<file path="config.mk">
export PLATFORM = sky130hd
export DESIGN_NAME = multi_alarm_clock
export DESIGN_NICKNAME = d
export VERILOG_FILES = /design/src/rtl/alarm_clock_pkg.sv /design/src/rtl/multi_alarm_clock_counter.sv /design/src/rtl/multi_alarm_clock.sv
export SDC_FILE = /design/constraint.sdc
export NUM_CORES = 1
export LEC_CHECK = 0
export CELL_PAD_IN_SITES_DETAIL_PLACEMENT = 1
export CELL_PAD_IN_SITES_GLOBAL_PLACEMENT = 1
export CORE_ASPECT_RATIO = 0.6
export CORE_MARGIN = 1.5
export CORE_UTILIZATION = 47
export CTS_CLUSTER_DIAMETER = 200
export DETAILED_ROUTE_END_ITERATION = 10
export PLACE_DENSITY = 0.82
export SYNTH_ARGS = -nofsm -noshare
export SYNTH_HDL_FRONTEND = slang
export SYNTH_SLANG_ARGS = --single-unit
</file>
<file path="constraint.sdc">
create_clock -name clock -period 5.15 [get_ports clock]
set_input_delay 0.515 -clock clock [delete_from_list [all_inputs] [get_ports clock]]
set_output_delay 0.515 -clock clock [all_outputs]
set_load 0.05 [all_outputs]
</file>
<file path="src/rtl/alarm_clock_pkg.sv">
// Shared types and BCD helpers for the multi-alarm clock.
// Time values are packed BCD bytes {tens,units}.
package alarm_clock_pkg;

  typedef enum logic [1:0] {
    IDLE,
    RING,
    SNOOZE
  } state_e;

  typedef logic [3:0] bcd_t;

  typedef struct packed {
    logic [7:0] hr;
    logic [7:0] min;
  } bcd_time_t;

  function automatic logic bcd_valid_time(
    input logic [7:0] hr,
    input logic [7:0] min
  );
    bcd_t hu;
    bcd_t mu;
    hu = hr[3:0];
    mu = min[3:0];
    return (hu <= 4'd9) && (mu <= 4'd9) &&
           (hr <= 8'h23) && (min <= 8'h59);
  endfunction

  function automatic logic [7:0] bcd_inc(
    input logic [7:0] v
  );
    if (v[3:0] == 4'd9)
      return {v[7:4] + 4'd1, 4'd0};
    return {v[7:4], v[3:0] + 4'd1};
  endfunction

  function automatic logic [7:0] to_12h(
    input logic [7:0] hr
  );
    logic [6:0] b;
    b = 7'(hr[7:4]) * 7'd10 + 7'(hr[3:0]);
    if (hr == 8'h00)
      return 8'h12;
    if (hr <= 8'h12)
      return hr;
    b = b - 7'd12;
    if (b >= 7'd10)
      return {4'd1, 4'(b - 7'd10)};
    return {4'd0, 4'(b)};
  endfunction

endpackage

</file>
<file path="src/rtl/multi_alarm_clock_counter.sv">
// Prescaler and sec/min/hr BCD chain with time load.
// min_tick and next-time outputs are combinational for same-edge matching.
module bcd_time_counter
  import alarm_clock_pkg::*;
#(
  parameter int CLK_PER_SEC = 256
) (
  input  logic       clk,
  input  logic       rst_n,
  input  logic       fastwatch_i,
  input  logic       load_i,
  input  logic [7:0] ld_hr_i,
  input  logic [7:0] ld_min_i,
  output logic [7:0] hr_o,
  output logic [7:0] min_o,
  output logic [7:0] sec_o,
  output logic [7:0] nxt_hr_o,
  output logic [7:0] nxt_min_o,
  output logic       min_tick_o
);

  localparam int PW = $clog2(CLK_PER_SEC);

  logic [PW-1:0] pre_q, pre_d;
  logic [7:0]    hr_q, hr_d;
  logic [7:0]    min_q, min_d;
  logic [7:0]    sec_q, sec_d;
  logic          tick;
  logic          mtick;

  assign tick = (pre_q == PW'(CLK_PER_SEC - 1));

  always_comb begin
    pre_d = tick ? '0 : pre_q + 1'b1;
    hr_d  = hr_q;
    min_d = min_q;
    sec_d = sec_q;
    mtick = 1'b0;
    // A load drops any tick landing in the same cycle
    if (load_i) begin
      pre_d = '0;
      sec_d = 8'h00;
      min_d = ld_min_i;
      hr_d  = ld_hr_i;
    end else if (tick) begin
      mtick = fastwatch_i || (sec_q == 8'h59);
      sec_d = mtick ? 8'h00 : bcd_inc(sec_q);
      if (mtick) begin
        min_d = (min_q == 8'h59) ? 8'h00 : bcd_inc(min_q);
        if (min_q == 8'h59)
          hr_d = (hr_q == 8'h23) ? 8'h00 : bcd_inc(hr_q);
      end
    end
  end

  always_ff @(posedge clk or negedge rst_n) begin
    if (!rst_n) begin
      pre_q <= '0;
      hr_q  <= '0;
      min_q <= '0;
      sec_q <= '0;
    end else begin
      pre_q <= pre_d;
      hr_q  <= hr_d;
      min_q <= min_d;
      sec_q <= sec_d;
    end
  end

  assign hr_o       = hr_q;
  assign min_o      = min_q;
  assign sec_o      = sec_q;
  assign nxt_hr_o   = hr_d;
  assign nxt_min_o  = min_d;
  assign min_tick_o = mtick;

endmodule

</file>
<file path="src/rtl/multi_alarm_clock.sv">
// Multi-alarm clock: alarm slots, priority match and
// ring/snooze/timeout FSM around the BCD time counter.
module multi_alarm_clock
  import alarm_clock_pkg::*;
#(
  parameter  int NUM_ALARMS  = 4,
  parameter  int CLK_PER_SEC = 256,
  parameter  int SNOOZE_MIN  = 5,
  parameter  int RING_MIN    = 2,
  localparam int AW = (NUM_ALARMS > 1) ? $clog2(NUM_ALARMS) : 1
) (
  input  logic          clock,
  input  logic          reset,
  input  logic          fastwatch,
  input  logic          set_time,
  input  logic [7:0]    new_hr,
  input  logic [7:0]    new_min,
  input  logic          alarm_wr,
  input  logic [AW-1:0] alarm_sel,
  input  logic          alarm_en_in,
  input  logic          snooze,
  input  logic          stop,
  input  logic          mode_12h,
  output logic [7:0]    disp_hr,
  output logic [7:0]    disp_min,
  output logic [7:0]    disp_sec,
  output logic          pm,
  output logic          alarm_sound,
  output logic [AW-1:0] alarm_id,
  output logic          set_err
);

  logic       vt, sel_ok, ld, wr_ok, err_d, err_q;
  logic [7:0] hr, nxt_hr, nxt_min;
  logic       min_tick;

  assign vt     = bcd_valid_time(new_hr, new_min);
  assign sel_ok = int'(alarm_sel) < NUM_ALARMS;
  assign ld     = set_time & vt;
  assign wr_ok  = alarm_wr & vt & sel_ok;
  assign err_d  = (set_time & ~vt) |
                  (alarm_wr & ~(vt & sel_ok));

  bcd_time_counter #(
    .CLK_PER_SEC(CLK_PER_SEC)
  ) u_cnt (
    .clk        (clock),
    .rst_n      (reset),
    .fastwatch_i(fastwatch),
    .load_i     (ld),
    .ld_hr_i    (new_hr),
    .ld_min_i   (new_min),
    .hr_o       (hr),
    .min_o      (disp_min),
    .sec_o      (disp_sec),
    .nxt_hr_o   (nxt_hr),
    .nxt_min_o  (nxt_min),
    .min_tick_o (min_tick)
  );

  bcd_time_t             alm_q [NUM_ALARMS];
  logic [NUM_ALARMS-1:0] en_q;

  always_ff @(posedge clock or negedge reset) begin
    if (!reset) begin
      for (int i = 0; i < NUM_ALARMS; i++)
        alm_q[i] <= '0;
      en_q  <= '0;
      err_q <= 1'b0;
    end else begin
      err_q <= err_d;
      if (wr_ok) begin
        alm_q[alarm_sel] <= '{hr: new_hr, min: new_min};
        en_q[alarm_sel]  <= alarm_en_in;
      end
    end
  end

  bcd_time_t     nxt;
  logic          hit;
  logic [AW-1:0] hit_id;

  assign nxt = '{hr: nxt_hr, min: nxt_min};

  // Scan downwards so the lowest matching slot is kept
  always_comb begin
    hit    = 1'b0;
    hit_id = '0;
    for (int i = NUM_ALARMS - 1; i >= 0; i--) begin
      if (en_q[i] && (alm_q[i] == nxt)) begin
        hit    = 1'b1;
        hit_id = AW'(i);
      end
    end
  end

  state_e        state_q, state_d;
  logic [3:0]    ring_q, ring_d;
  logic [3:0]    snz_q, snz_d;
  logic [AW-1:0] id_q, id_d;

  always_comb begin
    state_d = state_q;
    ring_d  = ring_q;
    snz_d   = snz_q;
    id_d    = id_q;
    unique case (state_q)
      IDLE: begin
        if (min_tick && hit) begin
          state_d = RING;
          id_d    = hit_id;
          ring_d  = 4'(RING_MIN);
        end
      end
      RING: begin
        if (stop) begin
          state_d = IDLE;
        end else if (snooze) begin
          state_d = SNOOZE;
          snz_d   = 4'(SNOOZE_MIN);
        end else if (min_tick) begin
          ring_d = ring_q - 4'd1;
          if (ring_q <= 4'd1)
            state_d = IDLE;
        end
      end
      SNOOZE: begin
        if (stop) begin
          state_d = IDLE;
        end else if (min_tick) begin
          snz_d = snz_q - 4'd1;
          if (snz_q <= 4'd1) begin
            state_d = RING;
            ring_d  = 4'(RING_MIN);
          end
        end
      end
      default: state_d = IDLE;
    endcase
  end

  always_ff @(posedge clock or negedge reset) begin
    if (!reset) begin
      state_q <= IDLE;
      ring_q  <= '0;
      snz_q   <= '0;
      id_q    <= '0;
    end else begin
      state_q <= state_d;
      ring_q  <= ring_d;
      snz_q   <= snz_d;
      id_q    <= id_d;
    end
  end

  assign disp_hr     = mode_12h ? to_12h(hr) : hr;
  assign pm          = (hr >= 8'h12);
  assign alarm_sound = (state_q == RING);
  assign alarm_id    = id_q;
  assign set_err     = err_q;

endmodule

</file>
Word level (Yosys, flattened, before mapping)
Cells that the tools add are included.

storage, ports and cells
  register bits after elaboration = 113
  bits in latches = 0
  RAM bits = 0
  bits in read-only memories = 0
  input bits = 27
  memories kept = 0

cells by class
  add/sub/neg operators = 12
  multipliers = 1
  divide/modulo/power cells = 0
  magnitude comparators = 13
  equal/unequal tests = 25
  shifts and indexed selects = 0
  muxes and demuxes = 83
  bitwise gates (word level) = 7
  reductions and logical operators = 22

operator list
  operator               number
  $mux W8                27
  $bwmux W64             1
  $eq A16 B16 Y1         4
  $mux W4                11
  $demux W16 S2          1
  $mux W1                25
  $add A4 B1 Y4 const B  6
  $mux W2                12
  $eq A8 B7 Y1 const B   2
  $mux W16               1
  $ne A2 B2 Y1 const B   7
  $eq A4 B4 Y1 const B   3
  $pmux W4 S3            1
  $logic_and A1 B1 Y1    10
  $reduce_and A5 Y1      2
  $add A8 B1 Y8 const B  1
  $eq A8 B6 Y1 const B   1
  $eq A8 B8 Y1 const B   1
  $ge A8 B5 Y1 const B   1
  $le A4 B1 Y1 const B   2
  $le A4 B4 Y1 const B   2
  $le A8 B5 Y1 const B   1
  $le A8 B6 Y1 const B   1
  $le A8 B7 Y1 const B   1
  other kinds (30)       39

Depth between registers and ports, before layout
Gate-level depths: netlist of the first run.

  depth in word-level cells = 21
  depth in mapped cells = 16
  depth with buffers taken out = 13

Cells and area by module
From an unflattened synthesis of the first run, not the netlist that was laid out.

second synthesis, totals
  cell total of the unflattened synthesis = 619
  area, all modules = 6,651.4 µm²

modules (own cells, without submodules)
  module             times used  cells each  area an instance (µm²)  seq. area each (µm²)
  multi_alarm_clock  1           417         4,729.5                 2,026.9
  bcd_time_counter   1           202         1,921.8                 800.8

Least setup slack after synthesis of the first run
Ideal clock, no wire load.

  kind = register -> output
  from = register u_cnt.hr_q[5], in the netlist u_cnt.hr_o[5]
  to = output port disp_hr[3]
  data arrival time = 3.645 ns
  data required time = 4.635 ns
  slack = 0.990 ns
  stages on the path, launching flop included = 13
  buffers on the path = 0
  cells stage by stage = dfrtp_1 ha_1 ha_1 fa_1 inv_1 ha_1 xor2_1 nor3_1 a31oi_1 a211o_1 nor3b_1 a21oi_1 o21ai_0

between the ends
  word-level cells in the longest chain between the ends = 11

RTL lines
  item                    RTL line                         text
  start, declared         multi_alarm_clock_counter.sv:25  logic [7:0] hr_q, hr_d;
  start signal, assigned  multi_alarm_clock_counter.sv:64  hr_q <= hr_d;
  $mul A4 B3 Y6           alarm_clock_pkg.sv:42            b = 7'(hr[7:4]) * 7'd10 + 7'(hr[3:0]);
  $add A7 B4 Y7           alarm_clock_pkg.sv:42
  $sub A7 B4 Y7           alarm_clock_pkg.sv:47            b = b - 7'd12;
  $ge A7 B4 Y1            alarm_clock_pkg.sv:48            if (b >= 7'd10)
  $mux W1                 alarm_clock_pkg.sv:48
  $mux W1                 alarm_clock_pkg.sv:47
  $mux W1                 alarm_clock_pkg.sv:45            if (hr <= 8'h12)
  $mux W8                 alarm_clock_pkg.sv:50            return {4'd0, 4'(b)};
  $mux W8                 alarm_clock_pkg.sv:47
  $mux W8 *               alarm_clock_pkg.sv:45
  $mux W8 *               multi_alarm_clock.sv:156         assign disp_hr = mode_12h ? to_12h(hr) : hr;
  end, declared           multi_alarm_clock.sv:24          output logic [7:0] disp_hr,

Every way passes the cells marked *; elsewhere a longest branch is shown, timed or not. The select of a mux whose other input is x is not followed.

Final worst setup path of the first run
  from = register u_cnt.hr_q[7], in the netlist u_cnt.hr_o[7]
  to = output port disp_hr[2]

Same word-level chain as after synthesis.

==> impl_metrics.ini, run 1 <==
[route]
drc = 0
viasPerCell = 6.56
drt_iter0_markers = 752
ant_nets = 0
drt_wl_total_um = 27700
dr.pass1.iters = 5
vias = 7010
detail_route.wl_per_cell_um = 26.0

[timing]
finalSetupViolCount = 0
finalSetupTns_ps = 0
max_freq_mhz = 207
relSlewSlack_pct = 39.5
tightestPinTransition_ps = 905
grt_setup_unrepaired = false
fin_worst_skew_ps = 14.1
hold_violations = 0
slew_viol_final = 0
hold_ws_ps = 140
setup_ws_ps = 322
post-route-period-util_pct = 93.7
fin_crit_ps = 4830

[cts]
cts_sinks = 113
path_clk_slew_ps = 70
post_cts_buffers = 0
cts_resized = 0
htree_levels = 4
cts_buffer_depth = 2
worst_skew_pair.late_latency_ps = 420
root_buffer = clkbuf_16
cts_tree = built
hold_buffers = 0
cts_buffers = 17

[worst_setup_path]
crit_slowest_cell = clkdlybuf4s50_1
crit_type = reg -> out
required_ps = 4640
arrival_ps = 4310
reg2reg_depth = 12
slowest_delay_ps = 820
path_max_fanout = 9
crit_path_end_kind = output pin
path_cells = ha_1 -> ha_1 -> fa_1 -> inv_1 -> ha_1 -> xor2_1 -> nor3_1 -> a31oi_1 -> a211o_1 -> a21oi_1 -> a32o_1 -> clkdlybuf4s50_1
cp_common_cell = ha_1
worst_setup_path_start_kind = flip-flop

[global_routing]
grt_max_degree = 63
grt_pass1_vias = 7412
grt_pass1_wl_um = 43600
gr-total-overflow = 0
antenna_found_initial = 1
gr-usage-all-layers_pct = 34.0

[die]
rows = 35
initial_core_util_pct = 49.0
dieArea_mm2 = 0.0171
ios = 56
chipWidth_um = 168
chipHeight_um = 102
coreArea_mm2 = 0.0156

[power_and_ir_drop]
p_leak_nw = 3.90
power.density_mw_per_mm2 = 390
power_mw = 3.55
vdd_drop_max_mv = 0.267

[final_layout]
n_antenna_cell = 0
drive_gt1_share_pct = 16.1
final_core_util_pct = 58.3
syn2layout_area_growth_pct = 19.0
finalInstanceArea_mm2 = 0.00911
fillers = 1709
fin_cells = 1068
nNetsFinal = 909

[yosys]
synth_top_cell_by_area = dfrtp_1
synth_top_area_share_pct = 36.9
yosysWarningCount = 0
yosys-top-cells-area = dfrtp_1, mux2_2, xnor2_1
ys_ff_latch = 113
synth_fp_nets = 848
syn_inst = 791
ys_async_sr_fraction_pct = 100
synth_flop_cell = dfrtp_1
synth.most_common_cell = dfrtp_1
netlist_top_cells_count = dfrtp_1, mux2_2, nor2_1, xnor2_1, nand2_1
yosysSeqAreaShare_pct = 36.9
synth_edf_count = 0
synth.avg_cell_area_um2 = 9.68
ys_types = 77
netlist_area_mm2 = 0.00766

[worst_hold_path]
min_path_type = in -> async

[run]
drv_cap = 0

[placed_design]
dp_slack_ps = 416
io_buffer_count = 55
dp_hpwl_um = 19500
dpl_cell_area_mm2 = 0.00850
dp_cells = 1036
gp_congestion = 0.947

[run_status]
outcome = finished clean
critical path: cells and delay by family, from the launching register on:
family / cells / cell delay, ps
xor+xnor: 1 / 170
buf+inv: 2 / 880
simple gates: 1 / 130
fa+ha+maj: 4 / 1410
flops: 1 / 570
compound gates: 4 / 720
report_power, final:
part,internal (mW),switching [mW]
Combinational,0.442,0.725
Clock,0.769,0.489
Sequential,0.981,0.145
Total,2.19,1.36
cell usage in the layout (no fill, tap or decap), types with 4 or more instances in the layout:
cell	netlist	final
and3_1	7	7
nor4b_1	5	5
xnor2_1	49	49
inv_6	0	4
or3_1	6	6
buf_4	0	25
o2111ai_1	5	5
mux2i_1	7	7
a2111oi_0	6	6
and3b_1	4	4
ha_1	28	28
a31oi_1	13	13
and4_1	4	4
inv_1	29	29
dfrtp_1	113	113
nand2_1	41	41
nor3b_1	8	7
clkinv_4	0	4
o31ai_1	12	12
o21a_1	7	7
a21oi_1	27	27
or4_1	9	9
nand3b_1	5	5
nor2_1	49	49
nand4_1	23	23
nand3_1	21	21
nor4_1	21	21
a31oi_2	5	5
clkbuf_16	0	17
nor3_1	21	20
o21ai_0	32	32
mux2_2	58	58
o211ai_1	6	6
nand4b_1	5	5
and2_1	18	18
xor2_1	38	38
clkdlybuf4s50_1	0	54
nor2b_1	13	13
final cells by class:
| type | count | area, µm² | area share (%) |
|---|---|---|---|
| clock buffer | 18 | 429 | 4.71 |
| clock inverter | 14 | 178 | 1.95 |
| sequential | 113 | 2830 | 31.0 |
| inverter | 30 | 113 | 1.24 |
| tap | 203 | 254 | 2.79 |
| timing repair buffer | 81 | 768 | 8.43 |
| multi-input combinational | 609 | 4540 | 49.8 |
path summary, 6_finish.rpt:
| path | start | end | slack, ps |
|---|---|---|---|
| max | u_cnt.hr_o[7] | disp_hr[2] | 320 |
| min | reset | u_cnt.sec_o[1] | 140 |
| max reg2reg | u_cnt.min_o[0] | ring_q[2] | 440 |
| min reg2reg | alm_q[46] | alm_q[46] | 520 |
| max in group asynchronous | reset | alm_q[30] | 3680 |
| min in group clock | alm_q[46] | alm_q[46] | 520 |
layer usage:
layer  wire length, µm  global-route usage (%)  vias to the layer above
li1                  -                       -                     3037
met1             12600                    47.1                     3614
met2             12300                    53.1                      308
met3              2320                    8.02                       49
met4               525                    10.7                        2
met5                13                       0                        -
cell families (layout without fill, tap and decap cells):
family | count (synthesis) | count (layout) | share of synthesized area [%]
AND/OR/NAND/NOR | 276 | 276 | 20.9
AO/OA/AOI/OAI | 151 | 151 | 13.7
flip-flops | 113 | 113 | 36.9
XOR/XNOR | 87 | 87 | 9.95
buffers and inverters | 69 | 143 | 3.89
multiplexers | 65 | 65 | 9.45
adder cells (fa/ha/maj) | 30 | 30 | 5.10
sequential cells by signal, summed over array words and instances, names as in the netlist:
register	count
alm_q	64
u_cnt.hr_o	8
u_cnt.min_o	8
u_cnt.pre_q	8
u_cnt.sec_o	8
en_q	4
ring_q	4
snz_q	4
alarm_id	2
state_q	2
set_err	1
(Power assumes the default switching activity.)
==> run 2, diff against run 1 <==
--- a/config.mk
+++ b/config.mk
@@ -11,8 +11,10 @@
 export CORE_MARGIN = 1.5
 export CORE_UTILIZATION = 47
 export CTS_CLUSTER_DIAMETER = 200
+export CTS_CLUSTER_SIZE = 20
 export DETAILED_ROUTE_END_ITERATION = 10
 export PLACE_DENSITY = 0.82
+export REMOVE_ABC_BUFFERS = 1
 export SYNTH_ARGS = -nofsm -noshare
 export SYNTH_HDL_FRONTEND = slang
 export SYNTH_SLANG_ARGS = --single-unit
==> run 2 against run 1 <==
Sequential cell count did not move. Worst hold slack improved by 99 ps. Setup slack worse by 16 ps. Total power fell by 4.0%. Critical path type unchanged. Largest power group is now combinational logic.
==> impl_metrics.ini, run 2 (same netlist as run 1, synthesis figures left out) <==
[final_layout]
top_register = alm_q
largest_reg_flops = 64
syn2layout_area_growth_pct = 18.2
nNetsFinal = 910
final_cell_mix = dfrtp_1, mux2_2, clkdlybuf4s50_1
drive_gt1_share_pct = 16.2
fin_cells = 1069
final_common_cell = dfrtp_1
multi_input_area_mm2 = 0.00454
n_antenna_cell = 0
final-seq-area_mm2 = 0.00283
fillers = 1705
finalInstanceArea_mm2 = 0.00905

[timing]
finalSetupTns_ps = 0
hold_violations = 0
tightestPinTransition_ps = 1050
grt_setup_unrepaired = false
relSlewSlack_pct = 29.6
fin_crit_ps = 4840
setup_ws_ps = 306
max_freq_mhz = 206
slew_viol_final = 0
finalSetupViolCount = 0
post-route-period-util_pct = 94.1
fin_worst_skew_ps = 10.3

[cts]
cts_tree = built
cts_buffer_depth = 2
root_buffer = clkbuf_16
htree_levels = 4
post_cts_buffers = 0
hold_buffers = 0
cts_resized = 0
cts_sinks = 113
cts_buffers = 17
path_clk_slew_ps = 60
worst_skew_pair.late_latency_ps = 420

[route]
ant_nets = 0
viasPerCell = 6.49
dr.pass1.iters = 5
drt_wl_total_um = 26600
detail_route.wl_per_cell_um = 24.9
drt_iter0_markers = 711
drc = 0
vias = 6941

[placed_design]
dp_hpwl_um = 19700
gp_congestion = 0.890
dpl_cell_area_mm2 = 0.00849
dp_cells = 1037
io_buffer_count = 55
dp_slack_ps = 417

[worst_setup_path]
crit_path_end_kind = output pin
path_cells = ha_1 -> ha_1 -> fa_1 -> inv_1 -> ha_1 -> xor2_1 -> nor3_1 -> a31oi_1 -> a211o_1 -> a21oi_1 -> a32o_1 -> clkdlybuf4s50_1
required_ps = 4640
arrival_ps = 4330
worst_setup_path_start_kind = flip-flop
cp_common_cell = ha_1
crit_type = reg -> out
crit_slowest_cell = clkdlybuf4s50_1
slowest_delay_ps = 800
path_max_fanout = 8

[power_and_ir_drop]
power.density_mw_per_mm2 = 377
vdd_drop_max_mv = 0.231
p_leak_nw = 3.88

[die]
coreArea_mm2 = 0.0156
dieArea_mm2 = 0.0171
rows = 35
chipWidth_um = 168
ios = 56
initial_core_util_pct = 49.0
chipHeight_um = 102

[run_status]
outcome = finished clean

[worst_hold_path]
min_path_type = in -> async

[global_routing]
gr-usage-all-layers_pct = 33.0
grt_pass1_wl_um = 42200
gr-total-overflow = 0
grt_pass1_vias = 7161
grt_max_degree = 70
antenna_found_initial = 0

[run]
drv_cap = 0
-- run 2: cell count changes in the layout (fill, tap and decap cells not counted), sizes merged --
cell,delta
buf,+1
dlymetal6s2s,+1
bufinv,-2
clkinv,+1
clkdlybuf4s50,-1
clkinvlp,+1
-- run 2: final timing paths --
kind | startpoint | to | depth (start not counted) | slack (ps)
worst max-delay path | u_cnt.hr_o[5] | disp_hr[2] | 12 | 310
worst min-delay path | reset | en_q[1] | 1 | 240
worst max register to register | u_cnt.pre_q[0] | ring_q[0] | 14 | 440
worst min register to register | alm_q[14] | alm_q[14] | 1 | 510
max in group asynchronous | reset | alm_q[55] | 2 | 3750
min in group clock | alm_q[14] | alm_q[14] | 1 | 510
-- run 2: metrics by stage --
stage	hold WS (ps)	utilization, %	power (mW)
6_report	240	57.9	3.41
5_1_grt	290	57.9	3.57
4_1_cts	277	57.9	3.40
3_5_place_dp	497	54.3	2.24
3_3_place_gp	489	54.3	2.19
2_1_floorplan	219	-	1.82
-- run 2: worst max-delay path: cells and delay by family (launching register included) --
kind                       cells  cell delay [ps]
adders and majority gates      4             1450
buffers and inverters          2              870
AOI/OAI and AO/OA              4              720
DFF                            1              510
xor gates and xnor gates       1              190
and+or+nand+nor                1              160
-- run 2: layout make-up --
class | count | share of cell area (%)
clock buffers | 18 | 4.74
clock inverters | 14 | 1.44
inverters | 30 | 1.24
multi-input cells | 609 | 50.2
flip-flops and latches | 113 | 31.3
well taps | 203 | 2.81
repair buffers | 82 | 8.33
-- run 2: report_power, final --
group	leakage, nW	internal (mW)	switching [mW]
sequential	1.50	0.981	0.145
clock	0.271	0.669	0.470
combinational	2.11	0.433	0.710
total	3.88	2.08	1.33
-- run 2: routing by layer --
| metal | part of all wire [%] | vias to the layer above | global-route usage (%) |
|---|---|---|---|
| met3 | 8.2 | 29 | 6.89 |
| met4 | 0.99 | 0 | 7.62 |
| met5 | 0 | - | 0 |
| met2 | 44 | 323 | 50.4 |
| li1 | - | 3035 | - |
| met1 | 47 | 3554 | 48.2 |
